[src/rtl/oam_dma_pkg.sv]
// Shared definitions for the sprite DMA engine at $4014: FSM state
// encodings, the OAMDATA target address and the CPU bus read/write levels.
package oam_dma_pkg;

  typedef enum logic [2:0] {
    ST_IDLE  = 3'd0,
    ST_HALT  = 3'd1,
    ST_ALIGN = 3'd2,
    ST_READ  = 3'd3,
    ST_WRITE = 3'd4
  } state_t;

  localparam logic [15:0] OAMDATA_ADDR    = 16'h2004;
  localparam int          TRANSFER_LENGTH = 256;
  localparam logic [7:0]  LAST_INDEX      = 8'(TRANSFER_LENGTH - 1);

  // Bus read/~write levels, shared with the CPU core and the PPU.
  localparam logic RW_READ  = 1'b1;
  localparam logic RW_WRITE = 1'b0;

endpackage

[src/rtl/oam_dma.sv]
// Sprite DMA engine. A CPU write to $4014 with page P halts the CPU and
// copies $P00-$PFF into OAMDATA ($2004) as 256 read/write pairs.
//
// Handshake: o_rdy is the CPU's RDY line. It drops on the edge that accepts
// the trigger write and rises again on the edge that completes the final
// OAMDATA write; while it is low the CPU is halted and this block owns the
// bus whenever o_bus_master = 1. No other handshake exists: the trigger is a
// single-cycle write strobe (i_cs_n = 0, i_rw = 0) honoured only in IDLE.
//
// All registers update on the falling edge of i_clk, like the CPU and PPU.
module oam_dma
  import oam_dma_pkg::*;
(
  input  logic        i_clk,
  input  logic        i_reset_n,
  input  logic        i_cs_n,
  input  logic        i_rw,
  input  logic [7:0]  i_data,
  input  logic [7:0]  i_bus_data,
  output logic        o_rdy,
  output logic        o_bus_master,
  output logic [15:0] o_address,
  output logic        o_rw,
  output logic [7:0]  o_data,
  output logic [2:0]  o_debug_state,
  output logic [7:0]  o_debug_page,
  output logic [7:0]  o_debug_index
);

  state_t     r_state;
  logic [7:0] r_page;
  logic [7:0] r_index;
  logic [7:0] r_latch;
  logic       r_parity;
  logic       r_odd_start;
  logic       r_rdy;
  logic       w_trigger;

  // A CPU write to $4014; only acted on while IDLE.
  assign w_trigger = !i_cs_n && (i_rw == RW_WRITE);

  // Free-running cycle parity; 0 marks an even cycle.
  always_ff @(negedge i_clk or negedge i_reset_n) begin
    if (!i_reset_n) begin
      r_parity <= 1'b0;
    end else begin
      r_parity <= ~r_parity;
    end
  end

  // Transfer sequencer: halt, optional alignment cycle, then read/write pairs.
  always_ff @(negedge i_clk or negedge i_reset_n) begin
    if (!i_reset_n) begin
      r_state     <= ST_IDLE;
      r_page      <= 8'h00;
      r_index     <= 8'h00;
      r_latch     <= 8'h00;
      r_odd_start <= 1'b0;
      r_rdy       <= 1'b1;
    end else begin
      case (r_state)
        ST_IDLE: begin
          if (w_trigger) begin
            r_page      <= i_data;
            r_index     <= 8'h00;
            r_odd_start <= r_parity;
            r_rdy       <= 1'b0;
            r_state     <= ST_HALT;
          end
        end
        ST_HALT: begin
          // A trigger on an odd cycle needs one extra cycle so reads land
          // on the same cycle phase as an even-cycle start.
          r_state <= r_odd_start ? ST_ALIGN : ST_READ;
        end
        ST_ALIGN: begin
          r_state <= ST_READ;
        end
        ST_READ: begin
          r_latch <= i_bus_data;
          r_state <= ST_WRITE;
        end
        ST_WRITE: begin
          if (r_index == LAST_INDEX) begin
            r_rdy   <= 1'b1;
            r_state <= ST_IDLE;
          end else begin
            r_index <= r_index + 8'd1;
            r_state <= ST_READ;
          end
        end
        default: begin
          r_rdy   <= 1'b1;
          r_state <= ST_IDLE;
        end
      endcase
    end
  end

  // Bus drive decoded from registered state only; idle values otherwise so
  // the top-level CPU/DMA mux sees clean zeros when the CPU owns the bus.
  always_comb begin
    o_bus_master = 1'b0;
    o_address    = 16'h0000;
    o_rw         = RW_READ;
    o_data       = 8'h00;
    case (r_state)
      ST_READ: begin
        o_bus_master = 1'b1;
        o_address    = {r_page, r_index};
        o_rw         = RW_READ;
      end
      ST_WRITE: begin
        o_bus_master = 1'b1;
        o_address    = OAMDATA_ADDR;
        o_rw         = RW_WRITE;
        o_data       = r_latch;
      end
      default: begin
      end
    endcase
  end

  assign o_rdy         = r_rdy;
  assign o_debug_state = r_state;
  assign o_debug_page  = r_page;
  assign o_debug_index = r_index;

endmodule

[config.mk]
export PLATFORM = sky130hd
export DESIGN_NAME = oam_dma
export DESIGN_NICKNAME = d
export VERILOG_FILES = /design/src/rtl/oam_dma_pkg.sv /design/src/rtl/oam_dma.sv
export SDC_FILE = /design/constraint.sdc
export NUM_CORES = 1
export LEC_CHECK = 0
export CAP_MARGIN = 20
export CORE_MARGIN = 3
export CORE_UTILIZATION = 39
export DETAILED_ROUTE_END_ITERATION = 12
export MAX_ROUTING_LAYER = met4
export PLACE_DENSITY = 0.78
export SETUP_SLACK_MARGIN = 0.05
export SYNTH_ARGS = -nofsm -noshare
export SYNTH_HDL_FRONTEND = slang
export SYNTH_SLANG_ARGS = --single-unit
[constraint.sdc]
create_clock -name i_clk -period 1.9 [get_ports i_clk]
set_input_delay 0.19 -clock i_clk [delete_from_list [all_inputs] [get_ports i_clk]]
set_output_delay 0.19 -clock i_clk [all_outputs]
set_load 0.01 [all_outputs]
==> impl_metrics.ini <==
[logic_synthesis]
yosysMostFrequentCell = nand2_1
ys_ff_latch = 30
synth-edff-count = 0
postSynthCellCount = 147
netlist.area_leader.share = 0.503
synthArstFlopShare = 1.00
synth_commonest_cells = 34 x nand2_1, 29 x dfrtn_1, 22 x and2_1
synth.area.top_cells = dfrtn_1 50%, and2_1 9.5%, nand2_1 8.8%, mux2_2 6.2%, dfstp_2 1.8%
synthesis.area_mm2 = 0.00144
avgSynthCellArea_um2 = 9.82
syn_nets = 168
synth_top_area_cell = dfrtn_1
seq_area_frac_synth = 0.521
ys.warnings.count = 0
yosysUniqueCellTypes = 32
synthFlopType = dfrtn_1

[grt]
globalRouteTotalUtil = 0.255
antenna_found_initial = 0
grt_pass1_wl_um = 8060
overflow = 0
grt_max_degree = 15
grt_pass1_vias = 1668

[worst_setup_path]
path_buf_inv = 3
slowest_stage = dfrtn_1
slowest_delay_ps = 390
cp_max_fo = 8
startpoint_type = register
endpoint_kind = output port
path_delay_family = buffers and inverters
critical_path_class = reg2out
crit_chain = buf_6 -> nor3b_4 -> buf_6 -> and2_4 -> buf_6
worstPathArrival_ps = 2410
required_ps = 1710
crit_top_cell = buf_6

[sta]
slew_headroom = 0.719
finalSetupTns_ps = -21240
slew_violations = 0
fin_ws_ps = -703
finalSetupViolCount = 58
fin_hold_ws_ps = 331
rsz0062_at_grt = yes
fin_worst_skew_ps = 50.8
finalHoldViolations = 0
tightest_slew_ps = 420

[cells_and_area]
final_core_util = 0.848
nets = 296
drive_above_1_share = 0.645
antennaDiodeCount = 0
fin_area_mm2 = 0.00292
areaGrowthSynthToFinish_pct = 102
multi_input_area_um2 = 857
instances_no_fill = 322
fillers = 179
seq_area_um2 = 752

[routing]
vias_per_cell = 5.04
drt-initial-drc-count = 77
wl_um = 5410
drc_errors = 0
via_count = 1623
ant_nets = 0
first_pass_iters = 4
wl_per_cell_um = 16.8

[cts]
clkTransAtPathRegs_ps = 50
cts_root_buf = clkbuf_8
cts.htree.levels = 2
clock-sinks = 30
insertion_delay_ps = 330
cts_tree = built
cts_buffers = 5
cts_buffer_depth = 2

[die]
io_pins = 66
die_w_um = 66.8
initial_core_util = 0.419
dieArea_mm2 = 0.00447
core_mm2 = 0.00344
rows = 21
dieHeight_um = 66.8

[power_and_ir_drop]
powerDensity_mw_per_mm2 = 1440
ir_drop_mv = 0.952
leakage_nw = 1.44

[place]
dpl_cell_area_mm2 = 0.00247
hpwlAfterDp_um = 3200
dp.cells = 283
portBuffers = 65
place.gp.congestion = 0.838

[outcome]
status = finished, violations left
violations = setup timing

[job]
cap_viol_max_count = 0

[worst_hold_path]
hp-class = reg2reg
[power breakdown]
| group | internal, mW | switching [mW] | total, mW |
|---|---|---|---|
| Sequential | 0.942 | 0.203 | 1.15 |
| Clock | 0.254 | 0.237 | 0.491 |
| Combinational | 1.48 | 1.11 | 2.58 |
| Total | 2.67 | 1.55 | 4.22 |
[final timing paths]
path,from,end,depth (start not counted),slack [ps]
max,o_debug_state[1]$_DFFE_NN0P_,o_data[2],5,-700
min,r_parity$_DFF_NN0_,r_parity$_DFF_NN0_,1,330
max reg2reg,o_debug_state[2]$_DFFE_NN0P_,o_debug_page[5]$_DFFE_NN0P_,9,-80
min reg2reg,r_parity$_DFF_NN0_,r_parity$_DFF_NN0_,1,330
max in group asynchronous,i_reset_n,r_parity$_DFF_NN0_,2,400
min in group asynchronous,i_reset_n,o_debug_index[5]$_DFFE_NN0P_,1,1050
[per-layer routing]
layer,global-route usage,vias to the layer above,wire [um]
li1,-,757,-
met4,0.129,0,181
met1,0.284,767,2080
met3,0.0590,15,435
met2,0.427,84,2710
met5,-,-,0
[flip-flops by register name, summed over array words and instances, names as in the netlist]
signal and count:
o_debug_index 8, r_odd_start 1, o_rdy 1, o_debug_page 8, o_debug_state 3, r_parity 1, r_latch 8
[logic make-up (layout without fill, tap and decap cells)]
group	after synthesis	in the layout	synth area share
AO/OA/AOI/OAI	23	23	0.107
XOR/XNOR	1	1	0.00607
adder cells (fa/ha/maj)	1	1	0.00866
buffers and inverters	11	139	0.0373
flip-flops	30	30	0.521
multiplexers	9	9	0.0693
AND/OR/NAND/NOR	72	73	0.251
[per-stage QoR]
stage                     worst slack [ps]  power (mW)
after floorplan                       -453        2.08
after global placement                -745        3.02
after detailed placement              -805        3.09
after CTS                             -663        3.98
after global routing                  -763        4.47
final                                 -703        4.22
[cell type report]
type                            count  share of cell area
Timing Repair Buffer              127               0.394
Multi-Input combinational cell    107               0.294
Sequential cell                    30               0.258
Clock buffer                        6              0.0249
Tap cell                           46              0.0197
Inverter                            3             0.00557
Clock inverter                      3             0.00429
[layout by cell type, fill, tap and decap left out, drive strengths merged, types with 2 or more instances in the layout]
cell and instances:
and2 22, o21a 2, a21oi 4, nand3 5, mux2 8, nor2 4, nand2 34, dfrtn 29
inv 4, o21ai 8, or4 2, o311ai 2, nand4 2, clkbuf 6, clkinv 2, clkdlybuf4s50 17
buf 110, o41ai 2
[repair_timing]
| action | in CTS | in global routing |
|---|---|---|
| pin swaps | 28 | 12 |
| cloned | 2 | 1 |
| endpoints found under the setup margin | 66 | 64 |
| buffers inserted | 22 | 14 |
| hold buffers | 0 | 0 |
| gates resized for setup | 254 | 19 |
[worst reg2reg max path: cells and delay by family (launching register included)]
kind,cells,cell delay (ps)
flip-flops,1,360
AND/OR/NAND/NOR,3,700
buffers and inverters,6,770
No activity file was read; power rests on OpenSTA's default activity.
